**src/rtl/clk_ctrl_pkg.sv**
```systemverilog
// Shared definitions for the processor clock controller: FSM state encoding
// and the reset-time phase lengths.
package clk_ctrl_pkg;

    typedef enum logic [1:0] {
        ST_IDLE     = 2'd0,
        ST_RUN      = 2'd1,
        ST_STEP     = 2'd2,
        ST_STOPPING = 2'd3
    } clk_state_t;

    localparam int CLK_LOW_DEF  = 3;
    localparam int CLK_HIGH_DEF = 3;

endpackage

```
**src/rtl/clk_phase_timer.sv**
```systemverilog
// Phase timer: counts clk cycles through a low phase then a high phase and
// flags the last cycle of each; held at the start of a period while disabled.
module clk_phase_timer #(
    parameter int CNT_W = 4
) (
    input  logic             i_clk,
    input  logic             i_rst_n,
    input  logic             i_en,
    input  logic [CNT_W-1:0] i_low_len,
    input  logic [CNT_W-1:0] i_high_len,
    output logic             o_phase,
    output logic             o_low_end,
    output logic             o_high_end
);

    logic [CNT_W-1:0] r_cnt;
    logic             r_phase;
    logic             w_low_end;
    logic             w_high_end;

    // Lengths are never below 1, so length-1 is the index of the last cycle.
    assign w_low_end  = i_en && !r_phase && (r_cnt == i_low_len  - CNT_W'(1));
    assign w_high_end = i_en &&  r_phase && (r_cnt == i_high_len - CNT_W'(1));

    always_ff @(posedge i_clk or negedge i_rst_n) begin
        if (!i_rst_n) begin
            r_cnt   <= '0;
            r_phase <= 1'b0;
        end else if (!i_en) begin
            r_cnt   <= '0;
            r_phase <= 1'b0;
        end else if (w_low_end) begin
            r_cnt   <= '0;
            r_phase <= 1'b1;
        end else if (w_high_end) begin
            r_cnt   <= '0;
            r_phase <= 1'b0;
        end else begin
            r_cnt   <= r_cnt + CNT_W'(1);
        end
    end

    assign o_phase    = r_phase;
    assign o_low_end  = w_low_end;
    assign o_high_end = w_high_end;

endmodule

```
**src/rtl/clk_controller.sv**
```systemverilog
// Processor clock controller: generates a programmable low/high clock with
// free-run, single-step and period-aligned stop, plus a period counter.
module clk_controller
    import clk_ctrl_pkg::*;
#(
    parameter int CNT_W    = 4,
    parameter int LOW_DEF  = CLK_LOW_DEF,
    parameter int HIGH_DEF = CLK_HIGH_DEF
) (
    input  logic             clk,
    input  logic             reset_n,
    input  logic             cfg_we,
    input  logic [CNT_W-1:0] cfg_low,
    input  logic [CNT_W-1:0] cfg_high,
    input  logic             run,
    input  logic             halt,
    input  logic             step,
    output logic             clk_out,
    output logic             clk_rise,
    output logic             busy,
    output logic [1:0]       state,
    output logic [15:0]      cycle_count,
    output logic             cfg_err
);

    clk_state_t       r_state;
    clk_state_t       w_state_nxt;
    logic [CNT_W-1:0] r_low_len;
    logic [CNT_W-1:0] r_high_len;
    logic [15:0]      r_cycle_count;
    logic             r_clk_rise;
    logic             r_cfg_err;
    logic             w_idle;
    logic             w_en;
    logic             w_phase;
    logic             w_low_end;
    logic             w_high_end;
    logic             w_cfg_zero;

    function automatic logic [CNT_W-1:0] clamp_len(input logic [CNT_W-1:0] v);
        return (v == '0) ? CNT_W'(1) : v;
    endfunction

    assign w_idle     = (r_state == ST_IDLE);
    assign w_en       = !w_idle;
    assign w_cfg_zero = (cfg_low == '0) || (cfg_high == '0);

    clk_phase_timer #(
        .CNT_W (CNT_W)
    ) u_timer (
        .i_clk      (clk),
        .i_rst_n    (reset_n),
        .i_en       (w_en),
        .i_low_len  (r_low_len),
        .i_high_len (r_high_len),
        .o_phase    (w_phase),
        .o_low_end  (w_low_end),
        .o_high_end (w_high_end)
    );

    always_ff @(posedge clk or negedge reset_n) begin
        if (!reset_n) begin
            r_state <= ST_IDLE;
        end else begin
            r_state <= w_state_nxt;
        end
    end

    // A stop request landing on the last high cycle skips STOPPING entirely.
    always_comb begin
        w_state_nxt = r_state;
        case (r_state)
            ST_IDLE: begin
                if (step) begin
                    w_state_nxt = ST_STEP;
                end else if (run) begin
                    w_state_nxt = ST_RUN;
                end
            end
            ST_RUN: begin
                if (halt || !run) begin
                    w_state_nxt = w_high_end ? ST_IDLE : ST_STOPPING;
                end
            end
            ST_STEP, ST_STOPPING: begin
                if (w_high_end) begin
                    w_state_nxt = ST_IDLE;
                end
            end
            default: w_state_nxt = ST_IDLE;
        endcase
    end

    // Lengths only change in IDLE, so a running period is never reshaped.
    always_ff @(posedge clk or negedge reset_n) begin
        if (!reset_n) begin
            r_low_len  <= CNT_W'(LOW_DEF);
            r_high_len <= CNT_W'(HIGH_DEF);
            r_cfg_err  <= 1'b0;
        end else begin
            r_cfg_err <= cfg_we && (!w_idle || w_cfg_zero);
            if (cfg_we && w_idle) begin
                r_low_len  <= clamp_len(cfg_low);
                r_high_len <= clamp_len(cfg_high);
            end
        end
    end

    always_ff @(posedge clk or negedge reset_n) begin
        if (!reset_n) begin
            r_cycle_count <= '0;
            r_clk_rise    <= 1'b0;
        end else begin
            r_cycle_count <= r_cycle_count + {15'd0, w_high_end};
            r_clk_rise    <= w_low_end;
        end
    end

    assign clk_out     = w_phase;
    assign clk_rise    = r_clk_rise;
    assign busy        = w_en;
    assign state       = r_state;
    assign cycle_count = r_cycle_count;
    assign cfg_err     = r_cfg_err;

endmodule

```
**config.mk**
```make
export PLATFORM = sky130hd
export DESIGN_NAME = clk_controller
export DESIGN_NICKNAME = d
export VERILOG_FILES = /design/src/rtl/clk_ctrl_pkg.sv /design/src/rtl/clk_phase_timer.sv /design/src/rtl/clk_controller.sv
export SDC_FILE = /design/constraint.sdc
export NUM_CORES = 1
export LEC_CHECK = 0
export CAP_MARGIN = 20
export CORE_UTILIZATION = 45
export CTS_CLUSTER_DIAMETER = 60
export CTS_CLUSTER_SIZE = 24
export DETAILED_ROUTE_END_ITERATION = 16
export PLACE_DENSITY = 0.75
export SLEW_MARGIN = 20
export SYNTH_ARGS = -nofsm -noshare
export SYNTH_HDL_FRONTEND = slang
export SYNTH_SLANG_ARGS = --single-unit
```
**constraint.sdc**
```tcl
create_clock -name clk -period 2.45 [get_ports clk]
set_input_delay 0.49 -clock clk [delete_from_list [all_inputs] [get_ports clk]]
set_output_delay 0.49 -clock clk [all_outputs]
set_load 0.03 [all_outputs]
```
==> results.ini <==
[outcome]
status = finished clean

[yosys]
yosys.area_share.simple = 0.153
synthAdderAreaFrac = 0.0386
ys_seq_area_frac = 0.513
syn_area_per_cell_um2 = 11.7
synth-compound-area-share = 0.0664
netlist_area_um2 = 1620
synth_xor_area_frac = 0.162
synth.area.mux_share = 0.0278
synth.distinct_cells = 33
synthCells = 139
synth_fp_nets = 158
yosysWarningCount = 0
synth_top_family_by_area = XOR/XNOR gates
ys_seq_elements = 33

[cts]
cts_buffers = 5
clock_latency_ns = 0.33
path_clk_slew_ns = 0.10
htree_num_levels = 2
cts-root-buf = clkbuf_4
cts_max_path_buffers = 2
cts_tree = yes
cts_sinks = 33

[sta]
skew_ns = 0.0159
setup_viol = 0
grt_setup_unrepaired = true
worstMarginPinSlew_ns = 0.406
period_share = 0.961
slew_viol_final = 0
finalHoldViolCount = 0
slew_headroom = 0.729
finalSetupTns_ns = 0
setup_slack_ns = 0.0944
timing.hold.ws_ns = 0.481
fmax_mhz = 425
fin_crit_ns = 2.36

[global_route]
grt_max_degree = 34
grt.overflow.total = 0
grt_pass1_wl_um = 5220
antenna_found_initial = 0
grt_util_all_layers = 0.191
grt_pass1_vias = 1198

[power]
p_per_area_nw_per_um2 = 1050
p_comb_frac = 0.471
netSwitchingFraction = 0.391
pwr-share-clk = 0.126
power_frac_seq = 0.403
ir_drop_uv = 606
p_leak_nw = 0.963
p_int_w = 0.00138
p_sw_w = 0.000885

[final_layout]
fin_nets = 205
insertedDiodeCount = 0
num-fill-cells = 279
drive_gt1_frac = 0.193
syn_to_final_growth_pct = 33.3
utilization = 0.637

[critical_path]
cp_top_family = adder cells
max_stage_delay_ns = 0.55
crit_type = reg2reg
end_kind = flip-flop
path_max_fanout = 3
critPathLaunchType = flip-flop
crit_chain = inv_2, ha_4, xor2_2, nand4_2, nor2_2, ha_2, ha_2, nand3_2, nor3_4, nand2_1, xnor2_1
cp_num_buf_inv = 1
worstPathRequired_ns = 2.66
crit_slowest_cell = dfstp_2
r2r_setup_slack_ns = 0.09
cpMostUsedCell = ha_2
worstPathArrival_ns = 2.56

[die]
boundaryPins = 36
rows = 21
die_y_um = 62.0
core_area_um2 = 3390
dieArea_um2 = 3840
initial_core_util = 0.478
fp.dieW_um = 62.0

[drt]
initialDrtViolationCount = 35
ant_nets = 0
dr_total_vias = 1169
drc_errors = 0
dr.pass1.iters = 4
wl_per_cell_um = 14.2
viasPerCell = 5.02
drt-total-wl_um = 3320

[job]
maxCapViolations = 0

[placement]
io_buffers = 35
pre_cts_slack_ns = 0.0343
gp_congestion = 0.729
dp_hpwl_um = 2330

[min_path]
hold_class = reg2reg

[through the flow]
| step | power (W) | std cells | area [µm²] |
|---|---|---|---|
| after floorplan | 0.00160 | 139 | 1630 |
| after global placement | 0.00188 | 223 | 2050 |
| after detailed placement | 0.00192 | 223 | 2050 |
| after CTS | 0.00222 | 232 | 2120 |
| after global routing | 0.00242 | 233 | 2160 |
| final | 0.00227 | 233 | 2160 |
[flip-flops by register name, summed over array words and instances (netlist names)]
| signal | count |
|---|---|
| cycle_count | 16 |
| r_high_len | 4 |
| r_low_len | 4 |
| u_timer.r_cnt | 4 |
| state | 2 |
| cfg_err | 1 |
| clk_rise | 1 |
| u_timer.o_phase | 1 |
[cells by family (layout without fill, tap and decap cells)]
group / Yosys count / in the layout
compound gates: 16 / 16
xor+xnor: 26 / 26
fa+ha+maj: 5 / 5
buf+inv: 14 / 62
flops: 33 / 33
mux: 4 / 4
simple gates: 41 / 41
[layout make-up]
type	instances	area, µm²	share of cell area
clock buffer	8	48.8	0.0226
inverter	12	45.0	0.0209
multi-input combinational	92	774	0.359
sequential	33	831	0.385
tap	46	57.6	0.0267
timing repair buffer	42	403	0.187
[synth_stat cells, drive strengths merged]
cell     count  area, µm²
nand3        6       30.0
o21a         1       7.51
xnor2       16        148
o22ai        1       6.26
a21oi        1       5.00
dfrtp       29        726
o21ai       10       61.3
mux2         4       45.0
nor2         7       33.8
xnor3        2       45.0
nand2b       1       6.26
and3         2       12.5
nor3b        3       37.5
nor3         5       25.0
xor2         8       70.1
o2111ai      1       8.76
dfstp        4        105
nor4         1       21.3
nand2       10       37.5
a221oi       1       8.76
inv         12       45.0
or2          2       12.5
o21ba        1       10.0
ha           5       62.6
nand4        4       31.3
buf          2       18.8
[metal layers]
layer | part of all wire | track usage | up-vias
met1 | 0.43 | 0.233 | 573
li1 | - | - | 560
met3 | 0.033 | 0.0435 | 9
met4 | 0.015 | 0.0762 | 0
met5 | 0 | 0 | -
met2 | 0.52 | 0.327 | 27
[power groups by stage]
stage	Clock [W]	Sequential, W	Combinational, W
floorplan	0	0.000981	0.000624
global route	0.000317	0.000932	0.00117
detailed placement	0	0.000916	0.00100
finish	0.000285	0.000913	0.00107
global placement	0	0.000902	0.000975
CTS	0.000295	0.000908	0.00101
[layout by cell type, fill, tap and decap left out, drive strengths merged]
master	instances
a21oi	1
a221oi	1
and3	2
buf	7
clkbuf	8
clkdlybuf4s50	35
dfrtp	29
dfstp	4
ha	5
inv	12
mux2	4
nand2	10
nand2b	1
nand3	6
nand4	4
nor2	7
nor3	5
nor3b	3
nor4	1
o2111ai	1
o21a	1
o21ai	10
o21ba	1
o22ai	1
or2	2
xnor2	16
xnor3	2
xor2	8
[repair_timing]
item	CTS	global route
pin swaps	1	10
gates resized for setup	3	7
endpoints found under the setup margin	2	10
hold buffers	0	0
buffers inserted	1	1
[worst register-to-register path, delay by kind of cell, from the launching register on]
family,cells,cell delay [ns]
flops,1,0.55
fa+ha+maj,3,0.68
simple gates,5,0.68
buf+inv,1,0.05
xor+xnor,2,0.27
[final timing paths]
kind	start	end	cells past startpoint
setup reg to reg	r_high_len[0]	cycle_count[10]	11
min in group asynchronous	reset_n	r_low_len[2]	2
setup / recovery	r_high_len[0]	cycle_count[10]	11
max in group asynchronous	reset_n	r_high_len[1]	2
hold reg to reg	cycle_count[15]	cycle_count[15]	1
hold / removal	cycle_count[15]	cycle_count[15]	1
No activity file was read; power rests on OpenSTA's default activity.
